`src/rtl/mux_ctx_sequencer_pkg.sv`:
```
// Shared definitions for the context-sequenced select generator.
//   NUM_CTX_DEF / SEL_W_DEF : default context count and select width
//   CTX_IDX_W               : width of a context index (cfg_addr, ctx_idx, ctx_last)
//   state_e                 : sequencer state encoding (IDLE=0, RUN=1)
//   ctx_inc                 : next sequential context index
package mux_ctx_sequencer_pkg;

  localparam int NUM_CTX_DEF = 8;
  localparam int SEL_W_DEF   = 3;
  localparam int CTX_IDX_W   = 3;

  typedef enum logic {
    ST_IDLE = 1'b0,
    ST_RUN  = 1'b1
  } state_e;

  function automatic logic [CTX_IDX_W-1:0] ctx_inc(input logic [CTX_IDX_W-1:0] idx);
    return idx + 1'b1;
  endfunction

endpackage

```
`src/rtl/mux_ctx_regfile.sv`:
```
// Context storage: NUM_CTX select entries with one synchronous write port and
// one combinational read port. With MUX_CTX_SEQ_PARITY_EN defined a parity bit
// is stored next to every entry; otherwise the parity column does not exist and
// rpar_o reads 0.
//   clk, rst_n : clock, asynchronous active-low reset (clears all entries)
//   we_i       : write strobe
//   waddr_i    : entry written
//   wdata_i    : select value written
//   wpar_i     : parity bit written with wdata_i
//   raddr_i    : entry read
//   rdata_o    : stored select value of entry raddr_i
//   rpar_o     : stored parity bit of entry raddr_i
module mux_ctx_regfile
  import mux_ctx_sequencer_pkg::*;
#(
  parameter int NUM_CTX = NUM_CTX_DEF,
  parameter int SEL_W   = SEL_W_DEF
) (
  input  logic                 clk,
  input  logic                 rst_n,
  input  logic                 we_i,
  input  logic [CTX_IDX_W-1:0] waddr_i,
  input  logic [SEL_W-1:0]     wdata_i,
  input  logic                 wpar_i,
  input  logic [CTX_IDX_W-1:0] raddr_i,
  output logic [SEL_W-1:0]     rdata_o,
  output logic                 rpar_o
);

  logic [SEL_W-1:0] mem_q [NUM_CTX];

  always_ff @(posedge clk or negedge rst_n) begin
    if (!rst_n) begin
      for (int i = 0; i < NUM_CTX; i++) begin
        mem_q[i] <= '0;
      end
    end else if (we_i && (int'(waddr_i) < NUM_CTX)) begin
      mem_q[waddr_i] <= wdata_i;
    end
  end

  // Indices beyond the populated depth read as zero rather than X.
  assign rdata_o = (int'(raddr_i) < NUM_CTX) ? mem_q[raddr_i] : '0;

`ifdef MUX_CTX_SEQ_PARITY_EN
  logic par_q [NUM_CTX];

  always_ff @(posedge clk or negedge rst_n) begin
    if (!rst_n) begin
      for (int i = 0; i < NUM_CTX; i++) begin
        par_q[i] <= 1'b0;
      end
    end else if (we_i && (int'(waddr_i) < NUM_CTX)) begin
      par_q[waddr_i] <= wpar_i;
    end
  end

  assign rpar_o = (int'(raddr_i) < NUM_CTX) ? par_q[raddr_i] : 1'b0;
`else
  logic unused_wpar;
  assign unused_wpar = wpar_i;
  assign rpar_o      = 1'b0;
`endif

endmodule

```
`src/rtl/mux_ctx_sequencer.sv`:
```
// Context sequencer for a downstream 32b data mux. A table of select values is
// stepped through from context 0 up to a latched final context, optionally
// looping, with stall/stop control and a completion pulse.
// Optional feature macro: MUX_CTX_SEQ_PARITY_EN (per-entry even-parity check,
// sticky par_err). Without it par_err is tied low and cfg_par is ignored.
//   clk      : clock, rising edge
//   rst_n    : asynchronous active-low reset
//   cfg_we   : context write strobe (accepted in any state)
//   cfg_addr : context index written
//   cfg_data : select value written
//   cfg_par  : even-parity bit for cfg_data
//   start    : begin a run (IDLE only)
//   stop     : abort a run (highest priority)
//   stall    : hold the current context while running
//   ctx_last : final context index, latched at start
//   loop_en  : wrap to context 0 after the final context
//   select   : entry[ctx_idx], combinational
//   ctx_idx  : current context index
//   busy     : high while running
//   done     : one-cycle pulse after normal completion
//   par_err  : sticky parity error
module mux_ctx_sequencer
  import mux_ctx_sequencer_pkg::*;
#(
  parameter int NUM_CTX = NUM_CTX_DEF,
  parameter int SEL_W   = SEL_W_DEF
) (
  input  logic                 clk,
  input  logic                 rst_n,
  input  logic                 cfg_we,
  input  logic [CTX_IDX_W-1:0] cfg_addr,
  input  logic [SEL_W-1:0]     cfg_data,
  input  logic                 cfg_par,
  input  logic                 start,
  input  logic                 stop,
  input  logic                 stall,
  input  logic [CTX_IDX_W-1:0] ctx_last,
  input  logic                 loop_en,
  output logic [SEL_W-1:0]     select,
  output logic [CTX_IDX_W-1:0] ctx_idx,
  output logic                 busy,
  output logic                 done,
  output logic                 par_err
);

  state_e                 state_q, state_d;
  logic [CTX_IDX_W-1:0]   ctx_idx_q, ctx_idx_d;
  logic [CTX_IDX_W-1:0]   ctx_last_q, ctx_last_d;
  logic                   done_q, done_d;
  logic [SEL_W-1:0]       rd_data;
  logic                   rd_par;
  logic                   start_acc;

  mux_ctx_regfile #(
    .NUM_CTX (NUM_CTX),
    .SEL_W   (SEL_W)
  ) u_regfile (
    .clk     (clk),
    .rst_n   (rst_n),
    .we_i    (cfg_we),
    .waddr_i (cfg_addr),
    .wdata_i (cfg_data),
    .wpar_i  (cfg_par),
    .raddr_i (ctx_idx_q),
    .rdata_o (rd_data),
    .rpar_o  (rd_par)
  );

  // A start is only taken in IDLE and loses to a simultaneous stop.
  assign start_acc = (state_q == ST_IDLE) && start && !stop;

  always_ff @(posedge clk or negedge rst_n) begin
    if (!rst_n) begin
      state_q    <= ST_IDLE;
      ctx_idx_q  <= '0;
      ctx_last_q <= '0;
      done_q     <= 1'b0;
    end else begin
      state_q    <= state_d;
      ctx_idx_q  <= ctx_idx_d;
      ctx_last_q <= ctx_last_d;
      done_q     <= done_d;
    end
  end

  always_comb begin
    state_d    = state_q;
    ctx_idx_d  = ctx_idx_q;
    ctx_last_d = ctx_last_q;
    done_d     = 1'b0;
    unique case (state_q)
      ST_IDLE: begin
        if (start_acc) begin
          state_d    = ST_RUN;
          ctx_idx_d  = '0;
          ctx_last_d = ctx_last;
        end
      end
      ST_RUN: begin
        // stop > stall > advance/wrap/complete
        if (stop) begin
          state_d   = ST_IDLE;
          ctx_idx_d = '0;
        end else if (!stall) begin
          if (ctx_idx_q != ctx_last_q) begin
            ctx_idx_d = ctx_inc(ctx_idx_q);
          end else if (loop_en) begin
            ctx_idx_d = '0;
          end else begin
            state_d   = ST_IDLE;
            ctx_idx_d = '0;
            done_d    = 1'b1;
          end
        end
      end
      default: begin
        state_d   = ST_IDLE;
        ctx_idx_d = '0;
      end
    endcase
  end

`ifdef MUX_CTX_SEQ_PARITY_EN
  logic par_err_q, par_err_d;

  function automatic logic parity_bad(input logic [SEL_W-1:0] data, input logic par);
    return (^data) ^ par;
  endfunction

  always_ff @(posedge clk or negedge rst_n) begin
    if (!rst_n) begin
      par_err_q <= 1'b0;
    end else begin
      par_err_q <= par_err_d;
    end
  end

  // Starts are accepted only in IDLE and errors are only raised in RUN, so
  // the clear and the set never collide.
  always_comb begin
    par_err_d = par_err_q;
    if (start_acc) begin
      par_err_d = 1'b0;
    end else if ((state_q == ST_RUN) && parity_bad(rd_data, rd_par)) begin
      par_err_d = 1'b1;
    end
  end

  assign par_err = par_err_q;
`else
  logic unused_rd_par;
  assign unused_rd_par = rd_par;
  assign par_err       = 1'b0;
`endif

  assign select  = rd_data;
  assign ctx_idx = ctx_idx_q;
  assign busy    = (state_q == ST_RUN);
  assign done    = done_q;

endmodule
```
`config.mk`:
```
export PLATFORM = sky130hd
export DESIGN_NAME = mux_ctx_sequencer
export DESIGN_NICKNAME = d
export VERILOG_FILES = /design/src/rtl/mux_ctx_sequencer_pkg.sv /design/src/rtl/mux_ctx_regfile.sv /design/src/rtl/mux_ctx_sequencer.sv
export SDC_FILE = /design/constraint.sdc
export NUM_CORES = 1
export LEC_CHECK = 0
export BUFFER_PORTS_ARGS = -buffer_cell sky130_fd_sc_hd__buf_2
export CAP_MARGIN = 20
export CORE_MARGIN = 1
export CORE_UTILIZATION = 55
export CTS_CLUSTER_SIZE = 14
export DETAILED_ROUTE_END_ITERATION = 7
export GPL_ROUTABILITY_DRIVEN = 0
export GPL_TIMING_DRIVEN = 0
export PLACE_DENSITY = 0.78
export SLEW_MARGIN = 20
export SYNTH_ARGS = -nofsm -noshare
export SYNTH_HDL_FRONTEND = slang
export SYNTH_SLANG_ARGS = --single-unit
```
`constraint.sdc`:
```
create_clock -name clk -period 1.6 [get_ports clk]
set_input_delay 0.08 -clock clk [delete_from_list [all_inputs] [get_ports clk]]
set_output_delay 0.08 -clock clk [all_outputs]
set_load 0.05 [all_outputs]
```
# [Yosys cells after proc, flatten, opt, wreduce, memory -nomap -nowiden]
# Index checks and enable logic that the tools add are counted.
[word_totals] ff_bits=32 input_bits=17 out_inout_bits=9 elab_cells=50
[op_classes] n_addsub=1 n_lt_le_gt_ge=3 n_eq_ne=3 n_mux=22 n_bitwise=3 reduce_logical=6
[ops] operator="24-bit bitwise mux" n=1
[ops] operator="3-bit two-way mux" n=7
[ops] operator="1-bit two-way mux" n=10
[ops] operator="3-bit binary-select mux with 3-bit select" n=1
[ops] operator="3-bit demux with 3-bit select" n=1
[ops] operator="4-bit greater-or-equal comparator, second input constant" n=2
[ops] operator="3-bit inverter with 4-bit output" n=2
[ops] operator="3-bit case mux with 2 select lines" n=1
[ops] operator="4-bit by 1-bit < comparator with 1-bit output, second input constant" n=1
[ops] operator="2-bit AND reduction" n=2
[ops] operator="3-bit by 1-bit adder with 3-bit output, second input constant" n=1
[ops] operator="1-bit logical AND" n=3
[ops] operator="3-bit inequality test" n=1
[ops] operator="3-bit inequality test, second input constant" n=1
[ops] operator="2-bit inequality test, second input constant" n=1
[ops] operator="1-bit case mux with 2 select lines" n=1
[ops] operator="1-bit zero test" n=1
[ops] operator="1-bit inverter" n=1

# [Depth between registers and ports, before layout]
[logic_depth] depth_word=6 mapped_depth=5 mapped_depth_nobuf=4

# [Hierarchy]
# Synthesis repeated with hierarchy kept, for this count alone.
[hier_totals] cells_unflattened=106 hier_area_um2=1585.3
[modules_own_cells] module="mux_ctx_regfile" instances=1 cells_per_inst=68 area_per_inst_um2=1169.9 seq_area_each_um2=600.6
[modules_own_cells] module="mux_ctx_sequencer" instances=1 cells_per_inst=38 area_per_inst_um2=415.4 seq_area_each_um2=200.2

# [Worst setup path after synthesis]
# No wires, ideal clock.
[synth_timing] kind="register to output" start="register ctx_idx_q[0] (netlist: ctx_idx[0])" end="output port select[0]" arrival_ns=1.767 slack_ns=-0.247 stages_incl_launch_ff=5 cell_sequence="dfrtp_1 -> clkbuf_8 -> mux4_2 -> nand2_1 -> nand2_1"
[synth_between] elab_chain_cells=4
[synth_lines] element="start: declaration" line="mux_ctx_sequencer.sv:47" source="logic [CTX_IDX_W-1:0] ctx_idx_q, ctx_idx_d;"
[synth_lines] element="start signal: assignment" line="mux_ctx_sequencer.sv:80" source="ctx_idx_q <= ctx_idx_d;"
[synth_lines] element="3-bit inverter with 4-bit output (implied by the code)" line="mux_ctx_regfile.sv:43" source="assign rdata_o = (int'(raddr_i) < NUM_CTX) ? mem_q[raddr_i] : '0;"
[synth_lines] element="3-bit binary-select mux with 3-bit select" line="mux_ctx_regfile.sv:43"
[synth_lines] element="3-bit two-way mux (implied by the code) (2 in a row)" line="mux_ctx_regfile.sv:43"
[synth_lines] element="end: declaration" line="mux_ctx_sequencer.sv:39" source="output logic [SEL_W-1:0] select,"
# Every way passes these cells. The select of a mux whose other input is x is not followed.

# [Worst setup path after layout]
[layout_timing] start="register ctx_idx_q[0] (netlist: ctx_idx[0])" end="output port select[1]"
# The elaborated chain is that of the path after synthesis.

==> results.json <==
{
  "first_pass_iters": 4,
  "dieArea_um2": 3040,
  "initial_core_util_pct": 60.4,
  "area_growth_pct": 20.8,
  "synth_area_per_cell_um2": 13.9,
  "clk_pin_slew_ps": 90,
  "finalWorstSetupSlack_ps": -152,
  "routedWlPerCell_um": 17.2,
  "dr_total_vias": 1045,
  "synth_top_area_share_pct": 51.6,
  "post_dp_cell_area_um2": 1720,
  "worstPathMaxFanout": 7,
  "cp_slowest_cell": "mux4_2",
  "ys_dominant_reg_cell": "dfrtp_1",
  "synth_largest_area_cell": "dfrtp_1",
  "critPathBufInv": 2,
  "die_x_um": 55.1,
  "critPathLaunchType": "flop",
  "worst_pin_slew_ps": 705,
  "clockBufferDepth": 2,
  "drt_iter0_drc": 12,
  "routed_wl_um": 3060,
  "yosysWarnings": 0,
  "nets": 166,
  "grt_overflow": 0,
  "io_buffers": 23,
  "grt_pass1_vias": 1066,
  "regArea_um2": 803,
  "clkLatencyLatePin_ps": 330,
  "critical_path_arrival_ps": 1670,
  "fp.dieH_um": 55.1,
  "dp.cells": 165,
  "yosysSeqAreaShare_pct": 51.6,
  "postSynth.asyncResetShare_pct": 100,
  "vias_per_cell": 5.87,
  "drive_gt1_share_pct": 56.8,
  "setup-violations-final": 3,
  "ys_top_cells_by_area": "dfrtp_1 52%, mux2_2 20%, mux4_2 8.7%",
  "synth_seq_cells": 32,
  "antenna_found_initial": 0,
  "cts-root-buf": "clkbuf_4",
  "cts_max_level": 2,
  "powerDensity_nw_per_um2": 1120,
  "cts_made_buffers": 5,
  "post-route-min-period_ps": 1750,
  "cts_num_sinks": 32,
  "synth_edf_count": 0,
  "fillers": 186,
  "relSlewSlack_pct": 53.0,
  "drc": 0,
  "core-area_um2": 2570,
  "synthMostInstantiatedCell": "dfrtp_1",
  "fin_skew_ps": 7.26,
  "final_cells": 178,
  "cp-end-kind": "output pin",
  "setup-tns-final_ps": -427,
  "status": "finished with violations",
  "pin_count": 26,
  "clock.fmax_mhz": 571,
  "period_share_pct": 110,
  "vdd_drop_max_mv": 0.930,
  "synthCells": 112,
  "hold_viol_final": 0,
  "synthTopCellsByCount": "32 x dfrtp_1, 28 x mux2_2, 12 x nand2_1, 6 x mux4_2, 4 x nor3b_1",
  "grt_pass1_wl_um": 4830,
  "violations": "setup timing",
  "crit_family": "multiplexers",
  "final_area_um2": 1870,
  "cpPeakStageDelay_ps": 510,
  "setup.worst_path.class": "reg2out",
  "netlist-cell-type-count": 27,
  "hpwlAfterDp_um": 2200,
  "cts_tree": "yes",
  "netlist_area_um2": 1550,
  "grt_max_degree": 33,
  "worstPathCellList": "clkbuf_16 > mux4_2 > nand2_2 > nand2_2 > buf_8",
  "syn_nets": 130,
  "finalMaxSlewViolations": 0,
  "rsz0062_at_grt": "true",
  "drv_cap": 0,
  "min_path_type": "in2reg",
  "multi_input_area_um2": 741,
  "grt_usage_pct": 24.7,
  "num_rows": 18,
  "leakagePower_uw": 0.000825,
  "antenna_cells": 0,
  "drt.antenna.violating_nets": 0,
  "cpMostUsedCell": "nand2_2",
  "cp.required_ps": 1520
}
[layer usage]
layer	global-route usage, %	wire length (um)	up-vias	part of all wire [%]
met5	0	0	-	0
met4	7.50	31	0	1.0
met3	9.29	131	6	4.3
met2	44.0	1580	34	52
met1	27.2	1320	527	43
li1	-	-	478	-
[worst register-to-register path, stage by stage (launching register included)]
cell       delay, ps
dfrtp_2          420
clkbuf_16        170
buf_4            150
xnor2_2          150
a311o_1          280
nor2_2            60
mux2_2           260
[layout by cell type (no fill, tap or decap)]
cell type / instances
dfrtp_1: 30
mux2_2: 28
buf_2: 20
mux4_2: 6
nand2_2: 6
nand2_1: 6
clkbuf_4: 5
dlygate4sd3_1: 4
nor3b_1: 3
nand4b_1: 3
buf_4: 3
inv_1: 2
xnor2_1: 2
nor3_1: 2
dfrtp_2: 2
buf_6: 2
clkbuf_16: 1
clkbuf_8: 1
xnor2_2: 1
nand3_1: 1
nor3_2: 1
nor2_1: 1
a211oi_1: 1
nand2b_1: 1
nor3b_2: 1
nand4_1: 1
a311o_1: 1
or2b_2: 1
a21o_1: 1
a21oi_1: 1
o21ai_0: 1
nor2_2: 1
and2b_2: 1
o21ai_2: 1
a22o_2: 1
ha_1: 1
conb_1: 1
clkbuf_1: 1
clkinv_2: 1
buf_8: 1
[kinds of logic (layout without fill, tap and decap cells)]
logic type / Yosys count / count (layout) / share of synthesized area (%)
adders and majority gates: 1 / 1 / 0.806
other: 1 / 1 / 0.242
and+or+nand+nor: 29 / 29 / 10.4
muxes: 34 / 34 / 29.0
xor gates and xnor gates: 3 / 3 / 1.69
AOI/OAI and AO/OA: 7 / 7 / 3.47
buffers and inverters: 5 / 41 / 2.74
DFF: 32 / 32 / 51.6
[worst paths after layout]
check                                               start                        endpoint  slack (ps)  depth (start not counted)
min in group asynchronous                           rst_n                  done$_DFF_PN0_         320                          2
max reg2reg                        ctx_idx[0]$_DFFE_PN0P_          ctx_idx[0]$_DFFE_PN0P_          10                          6
max in group asynchronous                           rst_n          ctx_idx[1]$_DFFE_PN0P_         780                          2
max                                ctx_idx[0]$_DFFE_PN0P_                       select[1]        -150                          5
min                                           ctx_last[0]       ctx_last_q[0]$_DFFE_PN0P_          10                          2
min reg2reg                u_regfile.mem_q[0]$_DFFE_PN0P_  u_regfile.mem_q[0]$_DFFE_PN0P_         510                          1
[report_power, final]
part           switching [uW]  internal (uW)  leakage, uW
Combinational             294            332     0.000409
Sequential               91.4            964     0.000388
Clock                     255            161    0.0000281
Total                     641           1460     0.000825
[state kept, by name (all words and copies together), names as in the netlist]
name and flops:
ctx_last_q 3, u_regfile.mem_q 24, busy 1, done 1, ctx_idx 3
[layout make-up]
cell class / instances / area share [%]
clock inverters: 1 / 0.267
flip-flops and latches: 32 / 42.9
repair buffers: 29 / 10.3
well taps: 30 / 2.00
inverters: 2 / 0.401
clock buffers: 6 / 2.20
multi-input cells: 75 / 39.5
plain buffers: 3 / 2.47
[stage by stage]
step	hold slack (ps)	util, %	total power [uW]	setup WS, ps
after CTS	12.3	72.6	2110	-172
after global placement	154	67.0	1590	97.2
after detailed placement	163	67.0	1620	61.7
after global routing	3.32	73.0	2210	-220
after floorplan	-216	-	1460	10.9
final	11.6	73.0	2100	-152
[what timing repair did]
action,in CTS,in global routing
setup buffers,2,0
setup endpoints to repair,3,6
endpoints found under the hold margin,36,0
pin swaps,2,2
gates resized for setup,10,3
hold buffers,4,0
No activity file was read; power rests on OpenSTA's default activity.
